**src/rtl/frame_readback_tx_if.sv**
```systemverilog
// -----------------------------------------------------------------------------
// frame_readback_tx_if
// Bundles the frame-readback transmitter's request/status handshake, the
// frame-buffer RAM read port and the UART line into one interface.
//
// Signals:
//   start    host request to send one frame
//   rd_en    RAM read enable
//   rd_addr  RAM read address (ADDR_W bits)
//   rd_data  RAM read data, valid the cycle after rd_en
//   tx       UART 8N1 serial output, idle high
//   busy     frame transfer in progress
//   done     one-cycle pulse after the last stop bit
//
// Modports:
//   master  transmitter side (drives rd_en/rd_addr/tx/busy/done)
//   slave   system side (drives start and rd_data)
// -----------------------------------------------------------------------------
interface frame_readback_tx_if #(
    parameter int ADDR_W = 14
);
    logic              start;
    logic              rd_en;
    logic [ADDR_W-1:0] rd_addr;
    logic [7:0]        rd_data;
    logic              tx;
    logic              busy;
    logic              done;

    modport master (
        input  start,
        input  rd_data,
        output rd_en,
        output rd_addr,
        output tx,
        output busy,
        output done
    );

    modport slave (
        output start,
        output rd_data,
        input  rd_en,
        input  rd_addr,
        input  tx,
        input  busy,
        input  done
    );
endinterface

```
**src/rtl/frame_readback_tx.sv**
```systemverilog
// -----------------------------------------------------------------------------
// frame_readback_tx
// Reads a stored frame out of the pixel frame-buffer RAM (second synchronous
// read port, 1-cycle latency) and transmits it byte by byte as UART 8N1.
// Each byte costs one FETCH cycle, one WAIT cycle and 10 bit periods of
// BAUD_DIV clocks.
//
// Ports:
//   sclk   system clock (only clock)
//   rst_n  asynchronous active-low reset
//   bus    frame_readback_tx_if.master: start, rd_en, rd_addr, rd_data,
//          tx, busy, done
// -----------------------------------------------------------------------------
module frame_readback_tx #(
    parameter int PIX_NUM  = 10000,
    parameter int ADDR_W   = 14,
    parameter int BAUD_DIV = 5208
) (
    input  logic                 sclk,
    input  logic                 rst_n,
    frame_readback_tx_if.master  bus
);

    localparam int                BW        = (BAUD_DIV > 1) ? $clog2(BAUD_DIV) : 1;
    localparam logic [BW-1:0]     BAUD_LAST = BW'(BAUD_DIV - 1);
    localparam logic [ADDR_W-1:0] PIX_LAST  = ADDR_W'(PIX_NUM - 1);

    typedef enum logic [2:0] {
        IDLE  = 3'd0,
        FETCH = 3'd1,
        WAIT  = 3'd2,
        SEND  = 3'd3,
        DONE  = 3'd4
    } state_t;

    state_t            state_q;
    state_t            state_d;
    logic [ADDR_W-1:0] pix_cnt;
    logic [BW-1:0]     baud_cnt;
    logic [3:0]        bit_cnt;
    logic [9:0]        shift;
    logic              bit_end;
    logic              byte_end;

    assign bit_end  = (state_q == SEND) && (baud_cnt == BAUD_LAST);
    assign byte_end = bit_end && (bit_cnt == 4'd9);

    // Next-state logic
    always_comb begin
        state_d = state_q;
        case (state_q)
            IDLE:    if (bus.start) state_d = FETCH;
            FETCH:   state_d = WAIT;
            WAIT:    state_d = SEND;
            SEND:    if (byte_end) state_d = (pix_cnt == PIX_LAST) ? DONE : FETCH;
            DONE:    state_d = IDLE;
            default: state_d = IDLE;
        endcase
    end

    // State register and control counters
    always_ff @(posedge sclk or negedge rst_n) begin
        if (!rst_n) begin
            state_q     <= IDLE;
            pix_cnt     <= '0;
            baud_cnt    <= '0;
            bit_cnt     <= '0;
            bus.rd_addr <= '0;
        end else begin
            state_q <= state_d;
            case (state_q)
                IDLE: begin
                    pix_cnt <= '0;
                    if (bus.start) bus.rd_addr <= '0;
                end
                WAIT: begin
                    baud_cnt <= '0;
                    bit_cnt  <= '0;
                end
                SEND: begin
                    if (bit_end) begin
                        baud_cnt <= '0;
                        bit_cnt  <= bit_cnt + 4'd1;
                        // Address for the next FETCH is set up here so that
                        // rd_addr is stable and equals pix_cnt during FETCH.
                        if (byte_end && (pix_cnt != PIX_LAST)) begin
                            pix_cnt     <= pix_cnt + ADDR_W'(1);
                            bus.rd_addr <= pix_cnt + ADDR_W'(1);
                        end
                    end else begin
                        baud_cnt <= baud_cnt + BW'(1);
                    end
                end
                DONE:    pix_cnt <= '0;
                default: ;
            endcase
        end
    end

    // Shift register: pure datapath, only observed while in SEND
    always_ff @(posedge sclk) begin
        if (state_q == WAIT) begin
            shift <= {1'b1, bus.rd_data, 1'b0};
        end else if (bit_end) begin
            shift <= {1'b1, shift[9:1]};
        end
    end

    // Outputs decoded from registered state only
    assign bus.rd_en = (state_q == FETCH);
    assign bus.tx    = (state_q == SEND) ? shift[0] : 1'b1;
    assign bus.busy  = (state_q != IDLE);
    assign bus.done  = (state_q == DONE);

endmodule

```
**src/flat_wrapper.sv**
```systemverilog
// flat-port wrapper written by rule: the top's interface ports become plain ports
module frame_readback_tx_flat 
#(
    parameter int PIX_NUM  = 10000,
    parameter int ADDR_W   = 14,
    parameter int BAUD_DIV = 5208
)
  (sclk, rst_n, bus_start, bus_rd_data, bus_rd_en, bus_rd_addr, bus_tx, bus_busy, bus_done);
  frame_readback_tx_if #(.ADDR_W(ADDR_W)) bus_i ();
  input  logic sclk;
  input  logic rst_n;
  input wire logic [$bits(bus_i.start)-1:0] bus_start;
  input wire logic [$bits(bus_i.rd_data)-1:0] bus_rd_data;
  output wire logic [$bits(bus_i.rd_en)-1:0] bus_rd_en;
  output wire logic [$bits(bus_i.rd_addr)-1:0] bus_rd_addr;
  output wire logic [$bits(bus_i.tx)-1:0] bus_tx;
  output wire logic [$bits(bus_i.busy)-1:0] bus_busy;
  output wire logic [$bits(bus_i.done)-1:0] bus_done;
  assign bus_i.start = bus_start;
  assign bus_i.rd_data = bus_rd_data;
  assign bus_rd_en = bus_i.rd_en;
  assign bus_rd_addr = bus_i.rd_addr;
  assign bus_tx = bus_i.tx;
  assign bus_busy = bus_i.busy;
  assign bus_done = bus_i.done;
  frame_readback_tx #(.PIX_NUM(PIX_NUM), .ADDR_W(ADDR_W), .BAUD_DIV(BAUD_DIV)) u_core (.sclk(sclk), .rst_n(rst_n), .bus(bus_i));
endmodule
```
**config.mk**
```make
export PLATFORM = sky130hd
export DESIGN_NAME = frame_readback_tx_flat
export DESIGN_NICKNAME = d
export VERILOG_FILES = /design/src/rtl/frame_readback_tx_if.sv /design/src/rtl/frame_readback_tx.sv /design/src/flat_wrapper.sv
export SDC_FILE = /design/constraint.sdc
export NUM_CORES = 1
export LEC_CHECK = 0
export ABC_CLOCK_PERIOD_IN_PS = 3000
export CAP_MARGIN = 10
export CORE_ASPECT_RATIO = 1.75
export CORE_UTILIZATION = 50
export CTS_CLUSTER_SIZE = 8
export DETAILED_ROUTE_END_ITERATION = 16
export GPL_TIMING_DRIVEN = 0
export PLACE_DENSITY = 0.78
export SLEW_MARGIN = 20
export SYNTH_ARGS = -nofsm -noshare
export SYNTH_HDL_FRONTEND = slang
export SYNTH_SLANG_ARGS = --single-unit
```
**constraint.sdc**
```tcl
create_clock -name sclk -period 3 [get_ports sclk]
set_clock_uncertainty 0.15 [all_clocks]
set_input_delay 0.6 -clock sclk [delete_from_list [all_inputs] [get_ports sclk]]
set_output_delay 0.6 -clock sclk [all_outputs]
set_load 0.01 [all_outputs]
```
Word-level counts from Yosys, hierarchy flattened
Cells that the tools add are included.
Storage, ports and cells
  register bits after elaboration: 57
  latch bits: 0
  memory bits (writable): 0
  bits in read-only memories: 0
  bits of input ports: 11
  memories: 0
Cells by class
  $add $sub $neg: 3
  $mul: 0
  div/mod/pow operators: 0
  $lt $le $gt $ge: 0
  eq/ne operators: 12
  shift-type cells: 0
  multiplexer cells: 16
  bitwise logic cells: 0
  reduce and logical (&&, ||, !) cells: 14
Operators with widths (count)
  case mux 14 bit (2 select lines): 2
  two-way mux 14 bit: 3
  case mux 13 bit (2 select lines): 1
  two-way mux 9 bit: 2
  adder 14 x 1 -> 14 bit (second input constant): 1
  equality test 14 bit (second input constant): 1
  inequality test 14 bit (second input constant): 1
  adder 13 x 1 -> 13 bit (second input constant): 1
  equality test 13 bit (second input constant): 1
  two-way mux 13 bit: 1
  case mux 3 bit (4 select lines): 1
  two-way mux 3 bit: 3
  case mux 4 bit (2 select lines): 1
  nonzero test 2 bit: 4
  equality test 3 x 2 -> 1 bit (second input constant): 2
  adder 4 x 1 -> 4 bit (second input constant): 1
  equality test 4 bit (second input constant): 1
  two-way mux 4 bit: 1
  inequality test 2 x 1 -> 1 bit (second input constant): 2
  inequality test 2 bit (second input constant): 2
  AND reduction 2 bit: 2
  AND reduction 4 bit: 1
  equality test 3 x 1 -> 1 bit (second input constant): 1
  equality test 3 bit (second input constant): 1
  6 further kinds: 8

Logic depth before layout (Yosys ltp)
Gate-level depths: netlist of the first run.
  depth in word-level cells: 7
  gate-level depth with buffers: 8
  depth with buffers taken out: 7

Worst setup path after synthesis of the first run
OpenSTA, ideal clock, no wires.
  path type: reg2reg
  start point: register u_core.baud_cnt[8]
  end point: register u_core.pix_cnt[3]
  arrival time: 2393 ps
  slack: 379 ps
  stages on the path, launching flop included: 6
  buffers on the path: 0
  clock period less this slack: 2621 ps
  cell sequence: dfrtp_1 -> or4b_4 -> or4_4 -> or3b_1 -> or3_1 -> a21oi_1
On the way
  cells in the longest elaborated chain, start to end: 6
RTL lines
  from (decl): line frame_readback_tx.sv:39  | logic [BW-1:0] baud_cnt;
  from (signal assigned): line frame_readback_tx.sv:91  | baud_cnt <= baud_cnt + BW'(1);
  equality test 13 bit *: line frame_readback_tx.sv:45  | assign bit_end = (state_q == SEND) && (baud_cnt == BAUD_LAST);
  logical AND 1 bit *: line frame_readback_tx.sv:45
  logical AND 1 bit: line frame_readback_tx.sv:46  | assign byte_end = bit_end && (bit_cnt == 4'd9);
  logical AND 1 bit: line frame_readback_tx.sv:86  | if (byte_end && (pix_cnt != PIX_LAST)) begin
  inequality test 2 bit (no source line)
  AND reduction 3 bit (no source line) *
  to (signal assigned): line frame_readback_tx.sv:87  | pix_cnt <= pix_cnt + ADDR_W'(1);
  to (decl): line frame_readback_tx.sv:38  | logic [ADDR_W-1:0] pix_cnt;
Every way passes the cells marked *; elsewhere a longest branch is shown, timed or not.
A chain may end at the register's enable or synchronous reset.

Worst setup path after layout of the first run
  start point: register u_core.state_q[0]
  end point: output bus_done
On the way
  cells in the longest elaborated chain, start to end: 1
RTL lines
  from (decl): line frame_readback_tx.sv:36  | state_t state_q;
  from (signal assigned): line frame_readback_tx.sv:70  | state_q <= state_d;
  equality test 3 bit: line frame_readback_tx.sv:113  | assign bus.done = (state_q == DONE);
  to (decl): line flat_wrapper.sv:18  | output wire logic [$bits(bus_i.done)-1:0] bus_done;
Every way passes these cells.

==> impl_results.md, run 1 <==
- Flop2flop setup slack: 0.13 ns
- Post-CTS Setup Inserts: 0
- Clock Root Buffer: clkbuf_8
- Met2 wire length: 3340 um
- Register bit total from synthesis: 57
- Syn Area/Cell: 9.70 um^2
- Die height: 102 um
- Largest net degree at the start of global routing: 32
- # clock sinks: 57
- Worst-path fanout max: 10
- Initial Util: 0.513
- Primary FF master, synth: dfrtp_1
- Area Overhead vs Synth: 22.4%
- Congestion Overflow GR: 0
- FFs w/ async S/R, synth: 0.842
- Share of the synthesized area in the top cell type: 0.423
- WL/cell: 15.0 um
- DRT Pass-1 Iters: 4
- Worst Tran Pin Value: 0.576 ns
- Final nets: 348
- Top cells by area, synth: dfrtp_1 (42%), edfxtp_1 (8.5%), o21ai_0 (4.8%)
- Fin crit period: 2.93 ns
- Total chip power: 1.61 mW
- Via count: 2379
- Setup TNS: 0 ns
- Vias in the first global route: 2338
- Number of synthesized flops with an enable pin: 8
- Yosys warns: 0
- Synthesized Nets: 308
- Commonest non-fill, non-tap cells in the layout: dfrtp_1 (48), nand2_1 (27), o21ai_0 (27), clkdlybuf4s50_1 (27), nor2_1 (26)
- Top routing layer in use: met4
- Highest Clock Rate: 341 MHz
- Crit Path Category: flop to output port
- Clk pin slew, worst setup/hold paths: 0.07 ns
- Final hold vios: 0
- Final count of negative-setup-slack endpoints: 0
- Hold buffers post-CTS: 0
- # IOs: 29
- Initial DRC count: 113
- Yosys cell types: 43
- Initial antenna violation count: 0
- Slew Limit Headroom: 0.614
- Row Count: 36
- CTS tree: done
- Synthesized instance count: 293
- Worst r2r path cells: 5
- Max Cap Violations: 0
- Outcome: finished, final reports clean
- IO Port Bufs: 28
- Crit start category: flop
- Hold Path Class: primary input to async pin
- Total power divided by cell area: 462 nW/um^2
- Core area: 5540 um^2
- Post-DP HPWL: 4430 um
- First-pass GRT wire length: 10500 um
- CP Capture Type: output port
- Layout cell share with drive strength beyond 1: 0.0740
- Total Routing Usage GR: 0.236
- Most common cell after layout, fill and taps aside: dfrtp_1
- Die W: 59 um
- RD Place Congestion: 0.919
- Routed vias/inst: 5.75
- VDD IR max: 0.348 mV
- Synth area leader: dfrtp_1
- Routed wire length: 6220 um
- Synth Cell Area: 2840 um^2
- H-tree Lvls: 3
- DRT antenna net count: 0
- RSZ-0062 raised after global routing: yes
- Remaining DRCs: 0
- Crit path DAT: 2.18 ns
- Period utilization: 0.977
- Slew Viols, Final: 0
- Routed wl met3: 254 um
- Met1 Wirelength: 2470 um
- Clk_lat worst skew: 0.34 ns
- Die area: 6000 um^2
- Crit Reg-Reg Endpoint: u_core.pix_cnt[9]
- Reg2Reg Launch Point: u_core.baud_cnt[8]
- Diodes inserted: 0
- Worst EP required: 2.25 ns
- Static Leakage: 1.41 nW
- Sequential fraction of the synthesis area: 0.514
- CTS Buffer Depth: 2
- Cts bufs inserted: 9
- Crit. Startpoint: u_core.state_q[0]
==> cell families (layout without fill, tap and decap cells) <==
logic type	count (synthesis)	count (layout)	share of synthesized area
XOR/XNOR	24	24	0.0739
adder cells (fa/ha/maj)	4	4	0.0176
flip-flops	57	57	0.514
AND/OR/NAND/NOR	122	122	0.221
AO/OA/AOI/OAI	66	66	0.147
buffers and inverters	20	65	0.0264
==> timing repair <==
item / CTS / global route
endpoints found under the hold margin: 0 / 0
resized for setup: 2 / 3
endpoints found under the setup margin: 27 / 17
==> per-stage QoR <==
| stage | instance area, um^2 | utilization | hold slack [ns] | setup slack, ns | std cells |
|---|---|---|---|---|---|
| 2_1_floorplan | 2840 | - | 0.154 | 0.379 | 293 |
| 3_3_place_gp | 3220 | 0.581 | 0.308 | -0.208 | 397 |
| 3_5_place_dp | 3230 | 0.584 | 0.317 | -0.232 | 398 |
| 4_1_cts | 3460 | 0.625 | 0.0382 | 0.0337 | 414 |
| 5_1_grt | 3480 | 0.628 | 0.0599 | -0.0482 | 414 |
| 6_report | 3480 | 0.628 | 0.0281 | 0.0681 | 414 |
==> worst max-delay path by stage <==
stage	end	slack, ns	depth (start not counted)
detailed placement	u_core.shift[3]	-0.23	5
global route	bus_done	-0.05	5
global placement	u_core.shift[1]	-0.21	5
finish	bus_done	0.07	5
CTS	u_core.shift[7]	0.03	5
floorplan	u_core.pix_cnt[3]	0.38	5
==> cell usage after synthesis (2+ instances only) <==
library cell,count
a21oi_1,7
a22o_1,8
a31oi_1,3
and2_1,2
and3_1,4
clkbuf_1,13
dfrtp_1,48
edfxtp_1,8
ha_1,4
inv_1,7
nand2_1,27
nand2b_1,2
nand3_1,24
nand3b_1,3
nand4_1,6
nor2_1,26
nor3_1,7
nor4_1,4
o21ai_0,27
o31ai_1,14
or3_1,5
xnor2_1,10
xor2_1,14
==> cell type report <==
type / instances / area, um^2
clock inverter: 5 / 78.8
buffer: 13 / 50.0
tap: 76 / 95.1
multi-input combinational: 216 / 1330
timing repair buffer: 29 / 295
fill: 495 / 2060
clock buffer: 11 / 141
inverter: 7 / 26.3
sequential: 57 / 1460
==> critical path, stage by stage, from the launching register on <==
cell and delay [ns]:
dfrtp_1 0.36, clkbuf_1 0.19, nor2_1 0.31, clkbuf_2 0.30, and2_1 0.16, clkdlybuf4s50_1 0.53
==> sequential cells by signal (all words and copies together), names as in the netlist <==
register and cells:
u_core.shift 9, u_core.bit_cnt 4, u_core.bus.rd_addr 14, u_core.pix_cnt 14, u_core.baud_cnt 13, u_core.state_q 3
==> report_power, final <==
part | switching (mW) | internal [mW]
combinational | 0.0147 | 0.0134
sequential | 0 | 0.781
clock | 0.310 | 0.489
==> metal layers <==
layer  GRT usage  vias to the layer above
met4       0.115                        0
li1            -                     1143
met1       0.257                     1156
met3      0.0549                       14
met5           0                        -
met2       0.419                       66
(Power assumes the default switching activity.)
==> run 2: changes to the inputs <==
--- a/config.mk
+++ b/config.mk
@@ -13,6 +13,7 @@
 export DETAILED_ROUTE_END_ITERATION = 16
 export GPL_TIMING_DRIVEN = 0
 export PLACE_DENSITY = 0.78
+export REMOVE_ABC_BUFFERS = 1
 export SLEW_MARGIN = 20
 export SYNTH_ARGS = -nofsm -noshare
 export SYNTH_HDL_FRONTEND = slang
==> impl_results.md, run 2 (same netlist as run 1, synthesis figures left out) <==
- Crit-path max cell delay: 0.60 ns
- Slew Limit Headroom: 0.357
- CTS tree: done
- H-tree Lvls: 3
- CP Capture Type: flop
- Via count: 2314
- Total Routing Usage GR: 0.225
- Final count of negative-setup-slack endpoints: 0
- Routed vias/inst: 5.71
- Congestion Overflow GR: 0
- CP delay by family, top: simple AND/OR/NAND/NOR gates
- Crit start category: flop
- Layer with the highest usage: met2
- Max Cap Violations: 0
- Most common cell after layout, fill and taps aside: dfrtp_1
- Commonest non-fill, non-tap cells in the layout: dfrtp_1 (48), o21ai_0 (27), clkdlybuf4s50_1 (27), nand2_1 (26), nor2_1 (25)
- Period utilization: 0.953
- M3 GR Usage: 0.0511
- Diodes inserted: 0
- Cts bufs inserted: 9
- GR Layer Usage met1: 0.250
- Outcome: finished, final reports clean
- Met2 usage: 0.385
- Highest Clock Rate: 350 MHz
- Hold slack: 0.0985 ns
- Worst Tran Pin Value: 0.963 ns
- Buf+Inv Stages, Crit Path: 0
- DRT Pass-1 Iters: 4
- Die area: 6000 um^2
- Fin crit period: 2.86 ns
- Initial DRC count: 98
- Post-Layout Cell Count: 405
- Clk_lat worst skew: 0.35 ns
- CTS Buffer Depth: 2
- Final hold vios: 0
- Clk pin slew, worst setup/hold paths: 0.08 ns
- Core Util, Final: 0.620
- Total chip power: 1.46 mW
- DRT antenna net count: 0
- Final nets: 339
- Worst-path fanout max: 6
- Largest net degree at the start of global routing: 26
- Initial Util: 0.513
- Crit Path Category: flop to flop
- # IOs: 29
- Hold Path Class: primary input to async pin
- IO Port Bufs: 28
- VDD IR max: 0.250 mV
- Largest regs: u_core.bus.rd_addr (14), u_core.pix_cnt (14), u_core.baud_cnt (13)
- WL/cell: 15.0 um
- Slew Viols, Final: 0
- Post-DP HPWL: 4310 um
- Vias in the first global route: 2229
- Crit path cell chain: or4b_4 -> or4_4 -> or3b_1 -> or3_1 -> a21oi_1
- Die W: 59 um
- First-pass GRT wire length: 10000 um
- Critical-path top delay cell: or4_4
- Area Overhead vs Synth: 20.8%
- # clock sinks: 57
- Static Leakage: 1.40 nW
- Routed wire length: 6090 um
- Total power divided by cell area: 426 nW/um^2
- Core area: 5540 um^2
- Initial antenna violation count: 0
- Die height: 102 um
- Layout cell share with drive strength beyond 1: 0.0942
- Dpl cells: 389
- Clock Root Buffer: clkbuf_8
- RD Place Congestion: 0.850
- Row Count: 36
- Worst EP required: 3.13 ns
- Crit path DAT: 2.99 ns
- Remaining DRCs: 0
run 2: report_power, final:
part / leakage [nW] / switching (mW) / total (mW) / internal (mW)
clock network: 0.0887 / 0.331 / 0.654 / 0.323
logic: 0.642 / 0.0147 / 0.0281 / 0.0134
registers: 0.672 / 0 / 0.781 / 0.781
total: 1.40 / 0.346 / 1.46 / 1.12
run 2: repair_timing:
item | in CTS | in global routing
resized for setup | 3 | 2
endpoints found under the setup margin | 12 | 6
buffers inserted | 0 | 0
hold buffers | 0 | 0
gates cloned | 0 | 0
run 2: layout make-up:
type                       count  area, um^2
multi-input combinational    216        1350
clock buffer                  10         138
timing repair buffer          33         323
sequential                    57        1460
fill                         472        2110
inverter                       7        26.3
tap                           76        95.1
clock inverter                 6        42.5
run 2: path summary, 6_finish.rpt:
check	from	slack, ns	endpoint	depth (start not counted)
max in group asynchronous	rst_n	2.07	u_core.baud_cnt[12]	2
min in group sclk	u_core.baud_cnt[12]	0.32	u_core.baud_cnt[12]	1
max	u_core.baud_cnt[9]	0.14	u_core.pix_cnt[3]	5
min	rst_n	0.1	u_core.bus.rd_addr[2]	1
max reg2reg	u_core.baud_cnt[9]	0.14	u_core.pix_cnt[3]	5
min reg2reg	u_core.baud_cnt[12]	0.32	u_core.baud_cnt[12]	1
run 2: through the flow:
stage,setup TNS [ns],instance area [um^2],worst slack (ns)
detailed placement,-0.549,3230,-0.250
floorplan,-36.28,2790,-1.49
finish,0,3430,0.140
global route,-0.0321,3430,-0.0225
CTS,0,3420,0.0345
global placement,-108.48,3170,-3.13
run 2: routing by layer:
layer	vias up	routed length (um)
li1	1122	-
met4	0	214
met1	1123	2350
met2	54	3290
met3	15	230
met5	-	0
==> run 3: changes to the inputs <==
--- a/config.mk
+++ b/config.mk
@@ -5,15 +5,17 @@
 export SDC_FILE = /design/constraint.sdc
 export NUM_CORES = 1
 export LEC_CHECK = 0
-export ABC_CLOCK_PERIOD_IN_PS = 3000
+export ABC_AREA = 1
+export ABC_CLOCK_PERIOD_IN_PS = 3500
 export CAP_MARGIN = 10
 export CORE_ASPECT_RATIO = 1.75
 export CORE_UTILIZATION = 50
 export CTS_CLUSTER_SIZE = 8
 export DETAILED_ROUTE_END_ITERATION = 16
 export GPL_TIMING_DRIVEN = 0
-export PLACE_DENSITY = 0.78
+export PLACE_DENSITY = 0.77
 export REMOVE_ABC_BUFFERS = 1
+export SETUP_SLACK_MARGIN = 0.15
 export SLEW_MARGIN = 20
 export SYNTH_ARGS = -nofsm -noshare
 export SYNTH_HDL_FRONTEND = slang
==> constraint.sdc (replaced) <==
create_clock -name sclk -period 3.5 [get_ports sclk]
set_clock_uncertainty 0.15 [all_clocks]
set_input_delay 0.7 -clock sclk [delete_from_list [all_inputs] [get_ports sclk]]
set_output_delay 0.7 -clock sclk [all_outputs]
set_load 0.01 [all_outputs]
==> impl_results.md, run 3 <==
- Outcome: finished, final reports clean
- Via count: 2787
- Commonest non-fill, non-tap cells in the layout: nand2_1 (95), nor2_1 (51), nand3_1 (51), dfrtp_1 (48), inv_1 (30)
- CP Capture Type: output port
- Slew Viols, Final: 0
- Most instantiated cells after synthesis: nand2_1 (95), nand3_1 (51), nor2_1 (51), dfrtp_1 (48), inv_1 (30)
- Core area: 6180 um^2
- Area Overhead vs Synth: 17.0%
- Primary FF master, synth: dfrtp_1
- Initial Util: 0.518
- FFs w/ async S/R, synth: 0.842
- CTS Buffer Depth: 2
- Routed wire length: 7210 um
- Hold buffers post-CTS: 0
- Hold Path Class: primary input to async pin
- Remaining DRCs: 0
- Final count of negative-setup-slack endpoints: 0
- Synthesized instance count: 398
- Crit path DAT: 2.23 ns
- Crit Reg-Reg Endpoint: u_core.pix_cnt[3]
- Worst-path fanout max: 25
- Sequential fraction of the synthesis area: 0.457
- # IOs: 29
- Yosys cell types: 34
- Yosys warns: 0
- Worst Tran Pin Value: 0.574 ns
- CTS tree: done
- Die area: 6730 um^2
- Reg2Reg Launch Point: u_core.state_q[2]
- Post-CTS Setup Inserts: 0
- Total chip power: 1.84 mW
- Flop2flop setup slack: 1.36 ns
- Clock Root Buffer: clkbuf_8
- Setup TNS: 0 ns
- First-pass GRT wire length: 11900 um
- Clk_lat worst skew: 0.35 ns
- Clk pin slew, worst setup/hold paths: 0.06 ns
- Final nets: 448
- Worst r2r path cells: 9
- Static Leakage: 1.70 nW
- VDD IR max: 0.285 mV
- Syn Area/Cell: 8.04 um^2
- Post-DP HPWL: 5280 um
- # clock sinks: 57
- RD Place Congestion: 0.968
- Period utilization: 0.879
- Crit start category: flop
- Final hold vios: 0
- Register bit total from synthesis: 57
- Die height: 108 um
- IO Port Bufs: 28
- Count leader, synth: nand2_1
- WL/cell: 13.9 um
- Crit. Startpoint: u_core.state_q[0]
- Quantity of gates resized following cts: 0
- Layout cell share with drive strength beyond 1: 0.128
- DRT Pass-1 Iters: 4
- Crit Path Category: flop to output port
- Number of synthesized flops with an enable pin: 8
- Diodes inserted: 0
- Synth Cell Area: 3200 um^2
- Cts bufs inserted: 9
- Fin crit period: 3.08 ns
- Worst EP required: 2.65 ns
- Die W: 62.5 um
- Total Routing Usage GR: 0.232
- Initial antenna violation count: 0
- Top cells by area, synth: dfrtp_1 (38%), nand2_1 (11%), nand3_1 (8.0%)
- Max Cap Violations: 0
- Vias in the first global route: 2643
- Total power divided by cell area: 492 nW/um^2
- Initial DRC count: 125
- Row Count: 38
- Share of the synthesized area in the top cell type: 0.375
- Congestion Overflow GR: 0
- H-tree Lvls: 3
- Synth area leader: dfrtp_1
- Most common cell after layout, fill and taps aside: nand2_1
- Highest Clock Rate: 325 MHz
- Largest regs: u_core.bus.rd_addr (14), u_core.pix_cnt (14), u_core.baud_cnt (13)
- Routed vias/inst: 5.38
- Slew Limit Headroom: 0.618
- RSZ-0062 raised after global routing: no
- DRT antenna net count: 0
- Largest net degree at the start of global routing: 26
- Filler cells: 545
## run 3: changes by cell type after synthesis, sizes merged, moves of 5 or more
cell	change
nand2	+87
inv	+34
nand3	+32
nor2	+29
o31ai	-13
clkbuf	-11
o21ai	-11
xnor2	-9
nand4	+8
xor2	-6
or3	-5
## run 3: layout make-up
cell class	instances	area, um^2	share of cell area
Clock inverter	7	61.3	0.0164
Clock buffer	9	124	0.0331
Multi-Input combinational cell	293	1530	0.410
Sequential cell	57	1460	0.391
Inverter	43	166	0.0445
Tap cell	80	100	0.0267
Timing Repair Buffer	29	295	0.0789
## run 3: report_power, final
group / internal [mW] / leakage [nW] / switching, mW
combinational: 0.185 / 0.902 / 0.239
sequential: 0.751 / 0.712 / 0.0771
clock: 0.319 / 0.0877 / 0.271
total: 1.26 / 1.70 / 0.587
## run 3: worst max path at each step
stage | depth (start not counted) | to | slack [ns]
floorplan | 3 | bus_done | 1.51
global route | 4 | bus_done | 0.30
CTS | 4 | bus_done | 0.42
finish | 4 | bus_done | 0.42
detailed placement | 4 | bus_done | 0.81
global placement | 1 | u_core.baud_cnt[12] | 0.20
## run 3: logic make-up (layout without fill, tap and decap cells)
family / Yosys count / after routing / synth area share
simple gates: 246 / 246 / 0.370
flops: 57 / 57 / 0.457
buf+inv: 48 / 88 / 0.0637
compound gates: 34 / 34 / 0.0696
xor+xnor: 9 / 9 / 0.0246
fa+ha+maj: 4 / 4 / 0.0156
## run 3: per-stage QoR
step                       util  worst slack, ns  hold WS, ns  std cells  area [um^2]
after floorplan               -             1.51        0.254        393         3160
after global placement    0.573            0.197        0.296        501         3540
after detailed placement  0.576            0.814        0.315        502         3560
after CTS                 0.605            0.421        0.207        518         3740
after global routing      0.605            0.295        0.226        518         3740
final                     0.605            0.422        0.193        518         3740
## run 3: critical path, cell delays in order (launching register included)
cell and delay [ns]:
dfrtp_1 0.39, nor2_1 0.45, inv_2 0.32, nor2_1 0.17
clkdlybuf4s50_1 0.55
## run 3: layer usage
metal | wire length (um) | track usage | vias up | part of all wire
met5 | 0 | 0 | - | 0
met4 | 221 | 0.150 | 0 | 0.031
met3 | 247 | 0.0392 | 18 | 0.034
met2 | 3970 | 0.417 | 63 | 0.55
met1 | 2770 | 0.245 | 1317 | 0.38
li1 | - | - | 1389 | -
